**src/rtl/multiport_regfile.sv**
```systemverilog
// Two-read/one-write register file with pending-write scoreboard.
// A power-on sweep zeroes every entry before the file reports ready.
module multiport_regfile #(
    parameter int unsigned XLEN   = 32,
    parameter int unsigned NREGS  = 32,
    parameter int unsigned BYPASS = 1
) (
    input  logic                      clk,
    input  logic                      rst_n,
    input  logic                      we,
    input  logic [$clog2(NREGS)-1:0]  waddr,
    input  logic [XLEN-1:0]           wdata,
    input  logic [$clog2(NREGS)-1:0]  raddr1,
    input  logic [$clog2(NREGS)-1:0]  raddr2,
    output logic [XLEN-1:0]           rdata1,
    output logic [XLEN-1:0]           rdata2,
    input  logic                      rsv,
    input  logic [$clog2(NREGS)-1:0]  rsv_addr,
    output logic                      pend1,
    output logic                      pend2,
    output logic                      ready
);

    localparam int unsigned AW = $clog2(NREGS);

    typedef enum logic {
        INIT = 1'b0,
        RUN  = 1'b1
    } state_t;

    state_t              state;
    state_t              stateNext;
    logic [AW-1:0]       initCnt;
    logic [AW-1:0]       initCntNext;
    logic [XLEN-1:0]     regs [NREGS];
    logic [NREGS-1:0]    pend;
    logic [NREGS-1:0]    pendNext;
    logic                running;
    logic                doWrite;
    logic                doRsv;

    assign running = (state == RUN);
    assign doWrite = running && we;
    assign doRsv   = running && rsv && (rsv_addr != '0);
    assign ready   = running;

    // State and sweep counter
    always_ff @(posedge clk) begin
        if (!rst_n) begin
            state   <= INIT;
            initCnt <= '0;
        end else begin
            state   <= stateNext;
            initCnt <= initCntNext;
        end
    end

    always_comb begin
        stateNext   = state;
        initCntNext = initCnt;
        case (state)
            INIT: begin
                initCntNext = initCnt + AW'(1);
                if (initCnt == AW'(NREGS - 1)) begin
                    stateNext = RUN;
                end
            end
            RUN: begin
                stateNext = RUN;
            end
            default: begin
                stateNext = INIT;
            end
        endcase
    end

    // Storage has no reset; only the INIT sweep zeroes it
    always_ff @(posedge clk) begin
        if (!running) begin
            regs[initCnt] <= '0;
        end else if (we && (waddr != '0)) begin
            regs[waddr] <= wdata;
        end
    end

    // Scoreboard: reserve wins over a same-cycle write to the same entry
    always_comb begin
        pendNext = pend;
        if (doWrite) begin
            pendNext[waddr] = 1'b0;
        end
        if (doRsv) begin
            pendNext[rsv_addr] = 1'b1;
        end
        pendNext[0] = 1'b0;
    end

    always_ff @(posedge clk) begin
        if (!rst_n) begin
            pend <= '0;
        end else begin
            pend <= pendNext;
        end
    end

    // Read ports with optional same-cycle forwarding
    always_comb begin
        rdata1 = regs[raddr1];
        rdata2 = regs[raddr2];
        pend1  = pend[raddr1];
        pend2  = pend[raddr2];
        if ((BYPASS != 0) && doWrite && (waddr == raddr1)) begin
            rdata1 = wdata;
            if (!(rsv && (rsv_addr == raddr1))) begin
                pend1 = 1'b0;
            end
        end
        if ((BYPASS != 0) && doWrite && (waddr == raddr2)) begin
            rdata2 = wdata;
            if (!(rsv && (rsv_addr == raddr2))) begin
                pend2 = 1'b0;
            end
        end
        if (!running || (raddr1 == '0)) begin
            rdata1 = '0;
        end
        if (!running || (raddr2 == '0)) begin
            rdata2 = '0;
        end
        if (!running) begin
            pend1 = 1'b0;
            pend2 = 1'b0;
        end
    end

endmodule

```
**config.mk**
```make
export PLATFORM = sky130hd
export DESIGN_NAME = multiport_regfile
export DESIGN_NICKNAME = d
export VERILOG_FILES = /design/src/rtl/multiport_regfile.sv
export SDC_FILE = /design/constraint.sdc
export NUM_CORES = 1
export LEC_CHECK = 0
export BUFFER_PORTS_ARGS = -buffer_cell sky130_fd_sc_hd__buf_2
export CAP_MARGIN = 20
export CORE_MARGIN = 2
export CORE_UTILIZATION = 44
export CTS_CLUSTER_DIAMETER = 120
export DETAILED_ROUTE_END_ITERATION = 8
export GPL_ROUTABILITY_DRIVEN = 0
export PLACE_DENSITY_LB_ADDON = 0.2
export SKIP_LAST_GASP = 1
export SLEW_MARGIN = 10
export SYNTH_ARGS = -nofsm -noshare
export SYNTH_HDL_FRONTEND = slang
export SYNTH_SLANG_ARGS = --single-unit
export TNS_END_PERCENT = 10
```
**constraint.sdc**
```tcl
create_clock -name clk -period 5 [get_ports clk]
set_input_delay 1 -clock clk [delete_from_list [all_inputs] [get_ports clk]]
set_output_delay 1 -clock clk [all_outputs]
set_load 0.03 [all_outputs]
```
Yosys cells after proc, flatten, opt, wreduce, memory -nomap -nowiden

Memory sizes are Yosys's and may differ from the RTL's.
Cells that the tools add are included.
Widths: inputs -> output; s select.

Register bits after elaboration: 38
Bits of input ports: 56
Memories kept: 1
Bits in read-only memories: 0
Memory bits (writable): 1024
Latch bits: 0

Divide/modulo/power cells: 0
Bitwise gates (word level): 4
Add/sub/neg operators: 1
Equal/unequal tests: 5
Shift operators: 0
Order comparisons: 6
Muxes and demuxes: 29
Reduce and logical (&&, ||, !) cells: 18
$mul: 0

Memory list:

| name | words | width | rd ports | clocked after memory_dff | write ports | line | source |
|---|---|---|---|---|---|---|---|
| regs | 32    | 32    | 2        | 0                        | 1           | 35   | `logic [XLEN-1:0] regs [NREGS];` |

Operators with widths:

| cell                | number |
|---|---|
| $mux 32             | 7 |
| $and 32x32->32      | 1 |
| $not 32->32         | 1 |
| $or 32x32->32       | 1 |
| $reduce_or 32->1    | 1 |
| $lt 5x6->1 const B  | 4 |
| $eq 5x5->1          | 4 |
| $mux 1              | 16 |
| $bmux 1 s5          | 2 |
| $demux 1 s5         | 2 |
| $ge 5x1->1 const B  | 2 |
| $logic_and 1x1->1   | 10 |
| $logic_not 5->1     | 2 |
| $reduce_bool 5->1   | 2 |
| $add 5x1->5 const B | 1 |
| $eq 5x5->1 const B  | 1 |
| $mux 5              | 1 |
| $logic_or 1x1->1    | 2 |
| $pmux 1 s2          | 1 |
| $logic_not 1->1     | 1 |
| $not 1->1           | 1 |

Depth between registers and ports, before layout

Gate-level depths: netlist of run 1.

Depth after elaboration: 9
Depth in mapped cells: 9
Gate-level depth less buffers: 5

Least setup slack after synthesis of run 1

Ideal clock, no wire load.

Path type: input-to-output
From: input waddr[0]
To: output rdata1[30]
Path buffers: 2
Setup slack: 1039 ps
Stages: 7
Arrival time: 2961 ps
Cell sequence: buf_2 -> xnor2_1 -> nand3_1 -> nor3_4 -> clkbuf_1 -> a21oi_1 -> a311oi_1

Longest elaborated chain between the ends: 4

Ends and longest elaborated chain:

| element            | line | source |
|---|---|---|
| start: declaration | 11   | `input logic [$clog2(NREGS)-1:0] waddr,` |
| $eq 5x5->1         | 112  | `if ((BYPASS != 0) && doWrite && (waddr == raddr1)) begin` |
| $logic_and 1x1->1  | 112  |  |
| $mux 32            | 112  |  |
| $mux 32            | 124  | `if (!running \|\| (raddr1 == '0)) begin` |
| end: declaration   | 15   | `output logic [XLEN-1:0] rdata1,` |

Every way passes these cells.

Worst setup path after layout of run 1

From: input raddr1[1]
To: output rdata1[30]

Longest elaborated chain between the ends: 4
Elaborated cells between the ends (all ways): 7
Those cells by class: 1 x eq/ne; 2 x mux; 3 x reduce/logical; 1 x memory

Ends and longest elaborated chain:

| element                                                               | line | source |
|---|---|---|
| start: declaration                                                    | 13   | `input logic [$clog2(NREGS)-1:0] raddr1,` |
| parallel branches: the longest is 3 deep, another holds $mem_v2 32x32 | --   |  |
| $mux 32 (*)                                                           | 124  |  |

Mark *: on every way between the ends.

==> results.sh, run 1 <==
export IMPL_wire_per_inst_um=35.1
export IMPL_drv_slew=0
export IMPL_syn_instance_count=2932
export IMPL_whs_ps=501
export IMPL_grt_pass1_wl_um=233000
export IMPL_cts_tree="built"
export IMPL_dieArea_sq_um=118000
export IMPL_power_frac_comb_pct=6.9
export IMPL_maxCapViolCount=0
export IMPL_synth_ff_type="edfxtp_1"
export IMPL_p_int_mw=14.9
export IMPL_ant_nets=0
export IMPL_drc=0
export IMPL_cp_start_kind="primary input"
export IMPL_seqPwrFrac_pct=50.8
export IMPL_tightest_slew_ps=1080
export IMPL_fin_crit_sh_pct=93.9
export IMPL_postCtsHoldBufs=0
export IMPL_rows=124
export IMPL_rsz0062_at_grt="false"
export IMPL_die_w_um=344
export IMPL_viasPerCell=6.87
export IMPL_synthDistinctLibCells=55
export IMPL_routed_wl_um=164000
export IMPL_pwr_share_clk_pct=42.4
export IMPL_overflow=0
export IMPL_fin_worst_skew_ps=21.7
export IMPL_synth_edf_count=1024
export IMPL_async_reset_ff_share_pct=0
export IMPL_dp_hpwl_um=95400
export IMPL_timing_hold_violations_final=0
export IMPL_required_ps=4000
export IMPL_yosysSeqAreaShare_pct=62.0
export IMPL_cts_sinks=1061
export IMPL_vias=32090
export IMPL_crit_arrival_ps=3700
export IMPL_track_usage_pct=27.5
export IMPL_ioPinCount=123
export IMPL_slowest_delay_ps=700
export IMPL_htreeDepth=3
export IMPL_synth_fp_nets=2990
export IMPL_numCtsBuffers=113
export IMPL_drt_initial_drc_count=3753
export IMPL_ir_drop_v=0.000250
export IMPL_grt_pass1_vias=32728
export IMPL_drt_first_pass_iters=6
export IMPL_synth_cell_area_sq_um=50800
export IMPL_synth_area_per_cell_sq_um=17.3
export IMPL_worst_slack_ps=304
export IMPL_max_freq_mhz=213
export IMPL_ys_warn_count=0
export IMPL_critPathKind="in -> out"
export IMPL_p_switching_mw=4.32
export IMPL_dieHeight_um=344
export IMPL_start_util_pct=44.4
export IMPL_crit_path_top_delay_cell="buf_4"
export IMPL_cts_resized=0
export IMPL_grt_max_degree=109
export IMPL_pre_cts_ws_ps=389
export IMPL_worstPathCellList="buf_8 -> xnor2_1 -> nand3_1 -> nor3_4 -> buf_4 -> mux2i_1 -> a311oi_1 -> buf_2"
export IMPL_crit_path_end_kind="primary output"
export IMPL_outcome="complete, no violations"
export IMPL_p_per_area_nw_per_um2=333
export IMPL_layout_nets=3125
export IMPL_min_path_type="reg -> reg"
export IMPL_area_growth_pct=13.5
export IMPL_fin_tns_setup_ps=0
export IMPL_cts_setup_buffers=0
export IMPL_cts_buffer_depth=3
export IMPL_p_sw_share_pct=22.5
export IMPL_clkTransAtPathRegs_ps=60
export IMPL_post_route_util_pct=50.4
export IMPL_setup_viol=0
export IMPL_clkLatencyLatePin_ps=690
export IMPL_core_area_sq_um=115000
export IMPL_clock_root_buffer="clkbuf_16"
export IMPL_p_leak_nw=19.6
export IMPL_drive_gt1_share_pct=28.1
export IMPL_worstPathMaxFanout=35
export IMPL_port_buffers=122
export IMPL_min_period_ps=4700
export IMPL_relSlewSlack_pct=26.8
export IMPL_n_fill_cell=9306
export IMPL_antenna_found_initial=5
export IMPL_ys_ff_latch=1061
power by group through the flow:
| stage | registers, mW | logic [mW] | clock network, mW |
|---|---|---|---|
| after floorplan | 9.92 | 0.842 | 0 |
| after global placement | 9.93 | 1.30 | 0 |
| after detailed placement | 9.94 | 1.31 | 0 |
| after CTS | 9.75 | 1.31 | 8.23 |
| after global routing | 9.75 | 1.37 | 8.55 |
| final | 9.75 | 1.32 | 8.14 |
final cells by class:
cell class	count	area (sq um)	share of cell area, %
sequential	1061	31500	54.6
multi-input combinational	1607	18400	31.8
clock buffer	141	3000	5.20
timing repair buffer	275	2350	4.07
tap	1512	1890	3.28
clock inverter	62	536	0.929
inverter	9	33.8	0.0586
antenna	2	5.00	0.00868
sequential cells by signal, indices dropped and copies added, names as in the netlist:
register / flops
pend: 31
initCnt: 5
regs: 1024
ready: 1
final timing paths:
path / start / endpoint / slack [ps] / depth (start not counted)
setup / recovery: raddr1[1] / rdata1[30] / 300 / 8
hold / removal: pend[12]$_SDFF_PN0_ / pend[12]$_SDFF_PN0_ / 500 / 2
setup reg to reg: ready$_SDFF_PN0_ / regs[19][5]$_DFFE_PP_ / 1330 / 7
hold reg to reg: pend[12]$_SDFF_PN0_ / pend[12]$_SDFF_PN0_ / 500 / 2
synth_stat cells (all sizes together), types with 32 or more instances:
master,n,area [sq um]
edfxtp,1024,30700
mux4,399,8990
nor2b,38,238
nor2,79,297
nand2,86,323
and2,37,231
nand3,41,205
o21bai,63,473
a21oi,69,349
clkbuf,102,387
o21ai,34,170
a221o,32,320
a221oi,128,1120
mux2i,262,2620
buf,153,897
a22oi,130,976
dfxtp,37,741
critical path, delay by kind of cell:
| family | cells | cell delay, ps |
|---|---|---|
| AO/OA/AOI/OAI | 1 | 550 |
| XOR/XNOR | 1 | 170 |
| buffers and inverters | 3 | 1310 |
| multiplexers | 1 | 180 |
| AND/OR/NAND/NOR | 2 | 420 |
routing by layer:
metal  GRT usage, %  up-vias  part of all wire, %
li1               -    12769                    -
met1           36.5    17052                   38
met2           44.9     1864                   48
met3           4.94      403                  8.7
met4           11.6        2                  4.5
met5              0        -               0.0073
cells in the final DEF (no fill, tap or decap), drive strengths merged, types with 32 or more instances in the layout:
cell       n
edfxtp  1024
mux4     399
buf      275
mux2i    262
clkbuf   141
a22oi    130
a221oi   128
nand2     86
nor2      79
a21oi     69
o21bai    63
clkinv    48
nand3     41
nor2b     38
dfxtp     37
and2      37
o21ai     34
a221o     32
per-stage QoR:
stage	instance area [sq um]	power, mW	cells
detailed placement	54000	11.2	4452
CTS	57500	19.3	4655
floorplan	50800	10.8	2932
global route	57700	19.7	4669
global placement	53900	11.2	4451
finish	57700	19.2	4669
cell families (layout without fill, tap and decap cells):
kind of cell | count (synthesis) | after routing | synth area share (%)
xor gates and xnor gates | 23 | 23 | 0.396
DFF | 1061 | 1061 | 62.0
buffers and inverters | 264 | 487 | 2.59
muxes | 666 | 666 | 23.0
other | 0 | 2 | 0
adders and majority gates | 2 | 2 | 0.0492
AOI/OAI and AO/OA | 597 | 597 | 8.97
and+or+nand+nor | 319 | 319 | 3.07
(Power assumes the default switching activity.)
==> run 2: changes to the inputs <==
Settings changed: CAP_MARGIN 20 to 25, CORE_UTILIZATION 44 to 57.
==> results.sh, run 2 (synthesis results as in run 1) <==
export IMPL_outcome="complete, no violations"
export IMPL_area_growth_pct=14.0
export IMPL_routed_wl_um=156000
export IMPL_cts_resized=0
export IMPL_worst_slack_ps=355
export IMPL_cts_sinks=1061
export IMPL_tightest_slew_ps=1090
export IMPL_timing_hold_violations_final=0
export IMPL_required_ps=4000
export IMPL_wire_per_inst_um=35.7
export IMPL_path_buf_inv=4
export IMPL_finalInstanceArea_sq_um=57900
export IMPL_fin_worst_skew_ps=16.6
export IMPL_dp_hpwl_um=92900
export IMPL_max_freq_mhz=215
export IMPL_numCtsBuffers=109
export IMPL_top_register="regs"
export IMPL_cts_buffer_depth=3
export IMPL_clkTransAtPathRegs_ps=60
export IMPL_fin_crit_sh_pct=92.9
export IMPL_start_util_pct=57.5
export IMPL_rows=109
export IMPL_layout_nets=3160
export IMPL_fin_tns_setup_ps=0
export IMPL_grt_pass1_wl_um=223000
export IMPL_ir_drop_v=0.000361
export IMPL_grt_max_degree=69
export IMPL_p_per_area_nw_per_um2=333
export IMPL_crit_path_top_delay_cell="a311oi_1"
export IMPL_die_w_um=303
export IMPL_worstPathMaxFanout=21
export IMPL_drive_gt1_share_pct=29.0
export IMPL_n_fill_cell=5854
export IMPL_vias=32760
export IMPL_maxCapViolCount=0
export IMPL_min_path_type="reg -> reg"
export IMPL_overflow=0
export IMPL_antenna_found_initial=1
export IMPL_port_buffers=122
export IMPL_drv_slew=0
export IMPL_ant_nets=0
export IMPL_largest_reg_flops=1024
export IMPL_cp_start_kind="primary input"
export IMPL_htreeDepth=3
export IMPL_critPathKind="in -> out"
export IMPL_drt_initial_drc_count=4594
export IMPL_ioPinCount=123
export IMPL_rsz0062_at_grt="false"
export IMPL_worstPathCellList="buf_2 -> buf_4 -> and2_2 -> buf_4 -> a22oi_1 -> nand3b_1 -> mux2i_1 -> a311oi_1 -> buf_2"
export IMPL_reg_largest_list="regs (1024), pend (31), initCnt (5)"
export IMPL_dpl_cell_area_sq_um=54000
export IMPL_drc=0
export IMPL_cts_setup_buffers=0
export IMPL_final_common_cell="edfxtp_1"
export IMPL_crit_arrival_ps=3650
export IMPL_cp_top_family="buffers and inverters"
export IMPL_slowest_delay_ps=520
export IMPL_min_period_ps=4650
export IMPL_clock_root_buffer="clkbuf_16"
export IMPL_power_total_mw=19.3
export IMPL_p_leak_nw=20.0
export IMPL_dieArea_sq_um=91600
export IMPL_crit_path_end_kind="primary output"
export IMPL_grt_pass1_vias=33072
export IMPL_drt_first_pass_iters=6
export IMPL_track_usage_pct=34.1
export IMPL_mostFrequentLayoutCells="edfxtp_1, mux4_2, mux2i_1"
export IMPL_pre_cts_ws_ps=411
export IMPL_cts_tree="built"
export IMPL_viasPerCell=7.51
export IMPL_core_area_sq_um=88400
export IMPL_dieHeight_um=303
export IMPL_clkLatencyLatePin_ps=690
export IMPL_setup_viol=0
export IMPL_postCtsHoldBufs=0
export IMPL_relSlewSlack_pct=26.6
## run 2: final cells by class
class                   count  area [sq um]  share of cell area (%)
flip-flops and latches   1061         31500                    54.4
multi-input cells        1607         18400                    31.7
repair buffers            314          3010                    5.20
clock buffers             136          2860                    4.94
well taps                1165          1460                    2.52
clock inverters            68           711                    1.23
inverters                   9          33.8                  0.0583
diodes                      3          7.51                  0.0130
## run 2: report_power, final
group | internal, mW | switching (mW) | total (mW) | leakage, nW
Sequential | 9.71 | 0.0460 | 9.75 | 10.7
Combinational | 0.545 | 0.805 | 1.35 | 7.56
Clock | 4.69 | 3.47 | 8.16 | 1.75
Total | 14.9 | 4.32 | 19.3 | 20.0
## run 2: per-stage QoR
step / util (%) / cells / hold slack, ps
final: 65.5 / 4363 / 509
after global routing: 65.5 / 4360 / 535
after CTS: 65.2 / 4338 / 507
after detailed placement: 61.1 / 4134 / 498
after global placement: 61.0 / 4128 / 482
after floorplan: - / 2932 / 463
## run 2: path summary, 6_finish.rpt
path                            slack [ps]                 from                   end  depth (start not counted)
worst min-delay path                   510  pend[28]$_SDFF_PN0_   pend[28]$_SDFF_PN0_                          2
worst max-delay path                   350            raddr1[2]            rdata1[30]                          9
worst min register to register         510  pend[28]$_SDFF_PN0_   pend[28]$_SDFF_PN0_                          2
worst max register to register        1610     ready$_SDFF_PN0_  regs[2][9]$_DFFE_PP_                          6
## run 2: layer usage
metal / vias up / global-route usage, % / share of wire (%)
met4: 0 / 15.9 / 4.9
met3: 465 / 7.51 / 12
met2: 2477 / 54.0 / 48
met5: - / 0.104 / 0
met1: 16967 / 45.5 / 35
li1: 12851 / - / -
## run 2: worst register-to-register path: stages (launching register included)
cell     delay (ps)
dfxtp_1         330
nand2_1         210
a21oi_4         450
buf_4           590
a21oi_1         420
nor2_4          790
buf_12          290
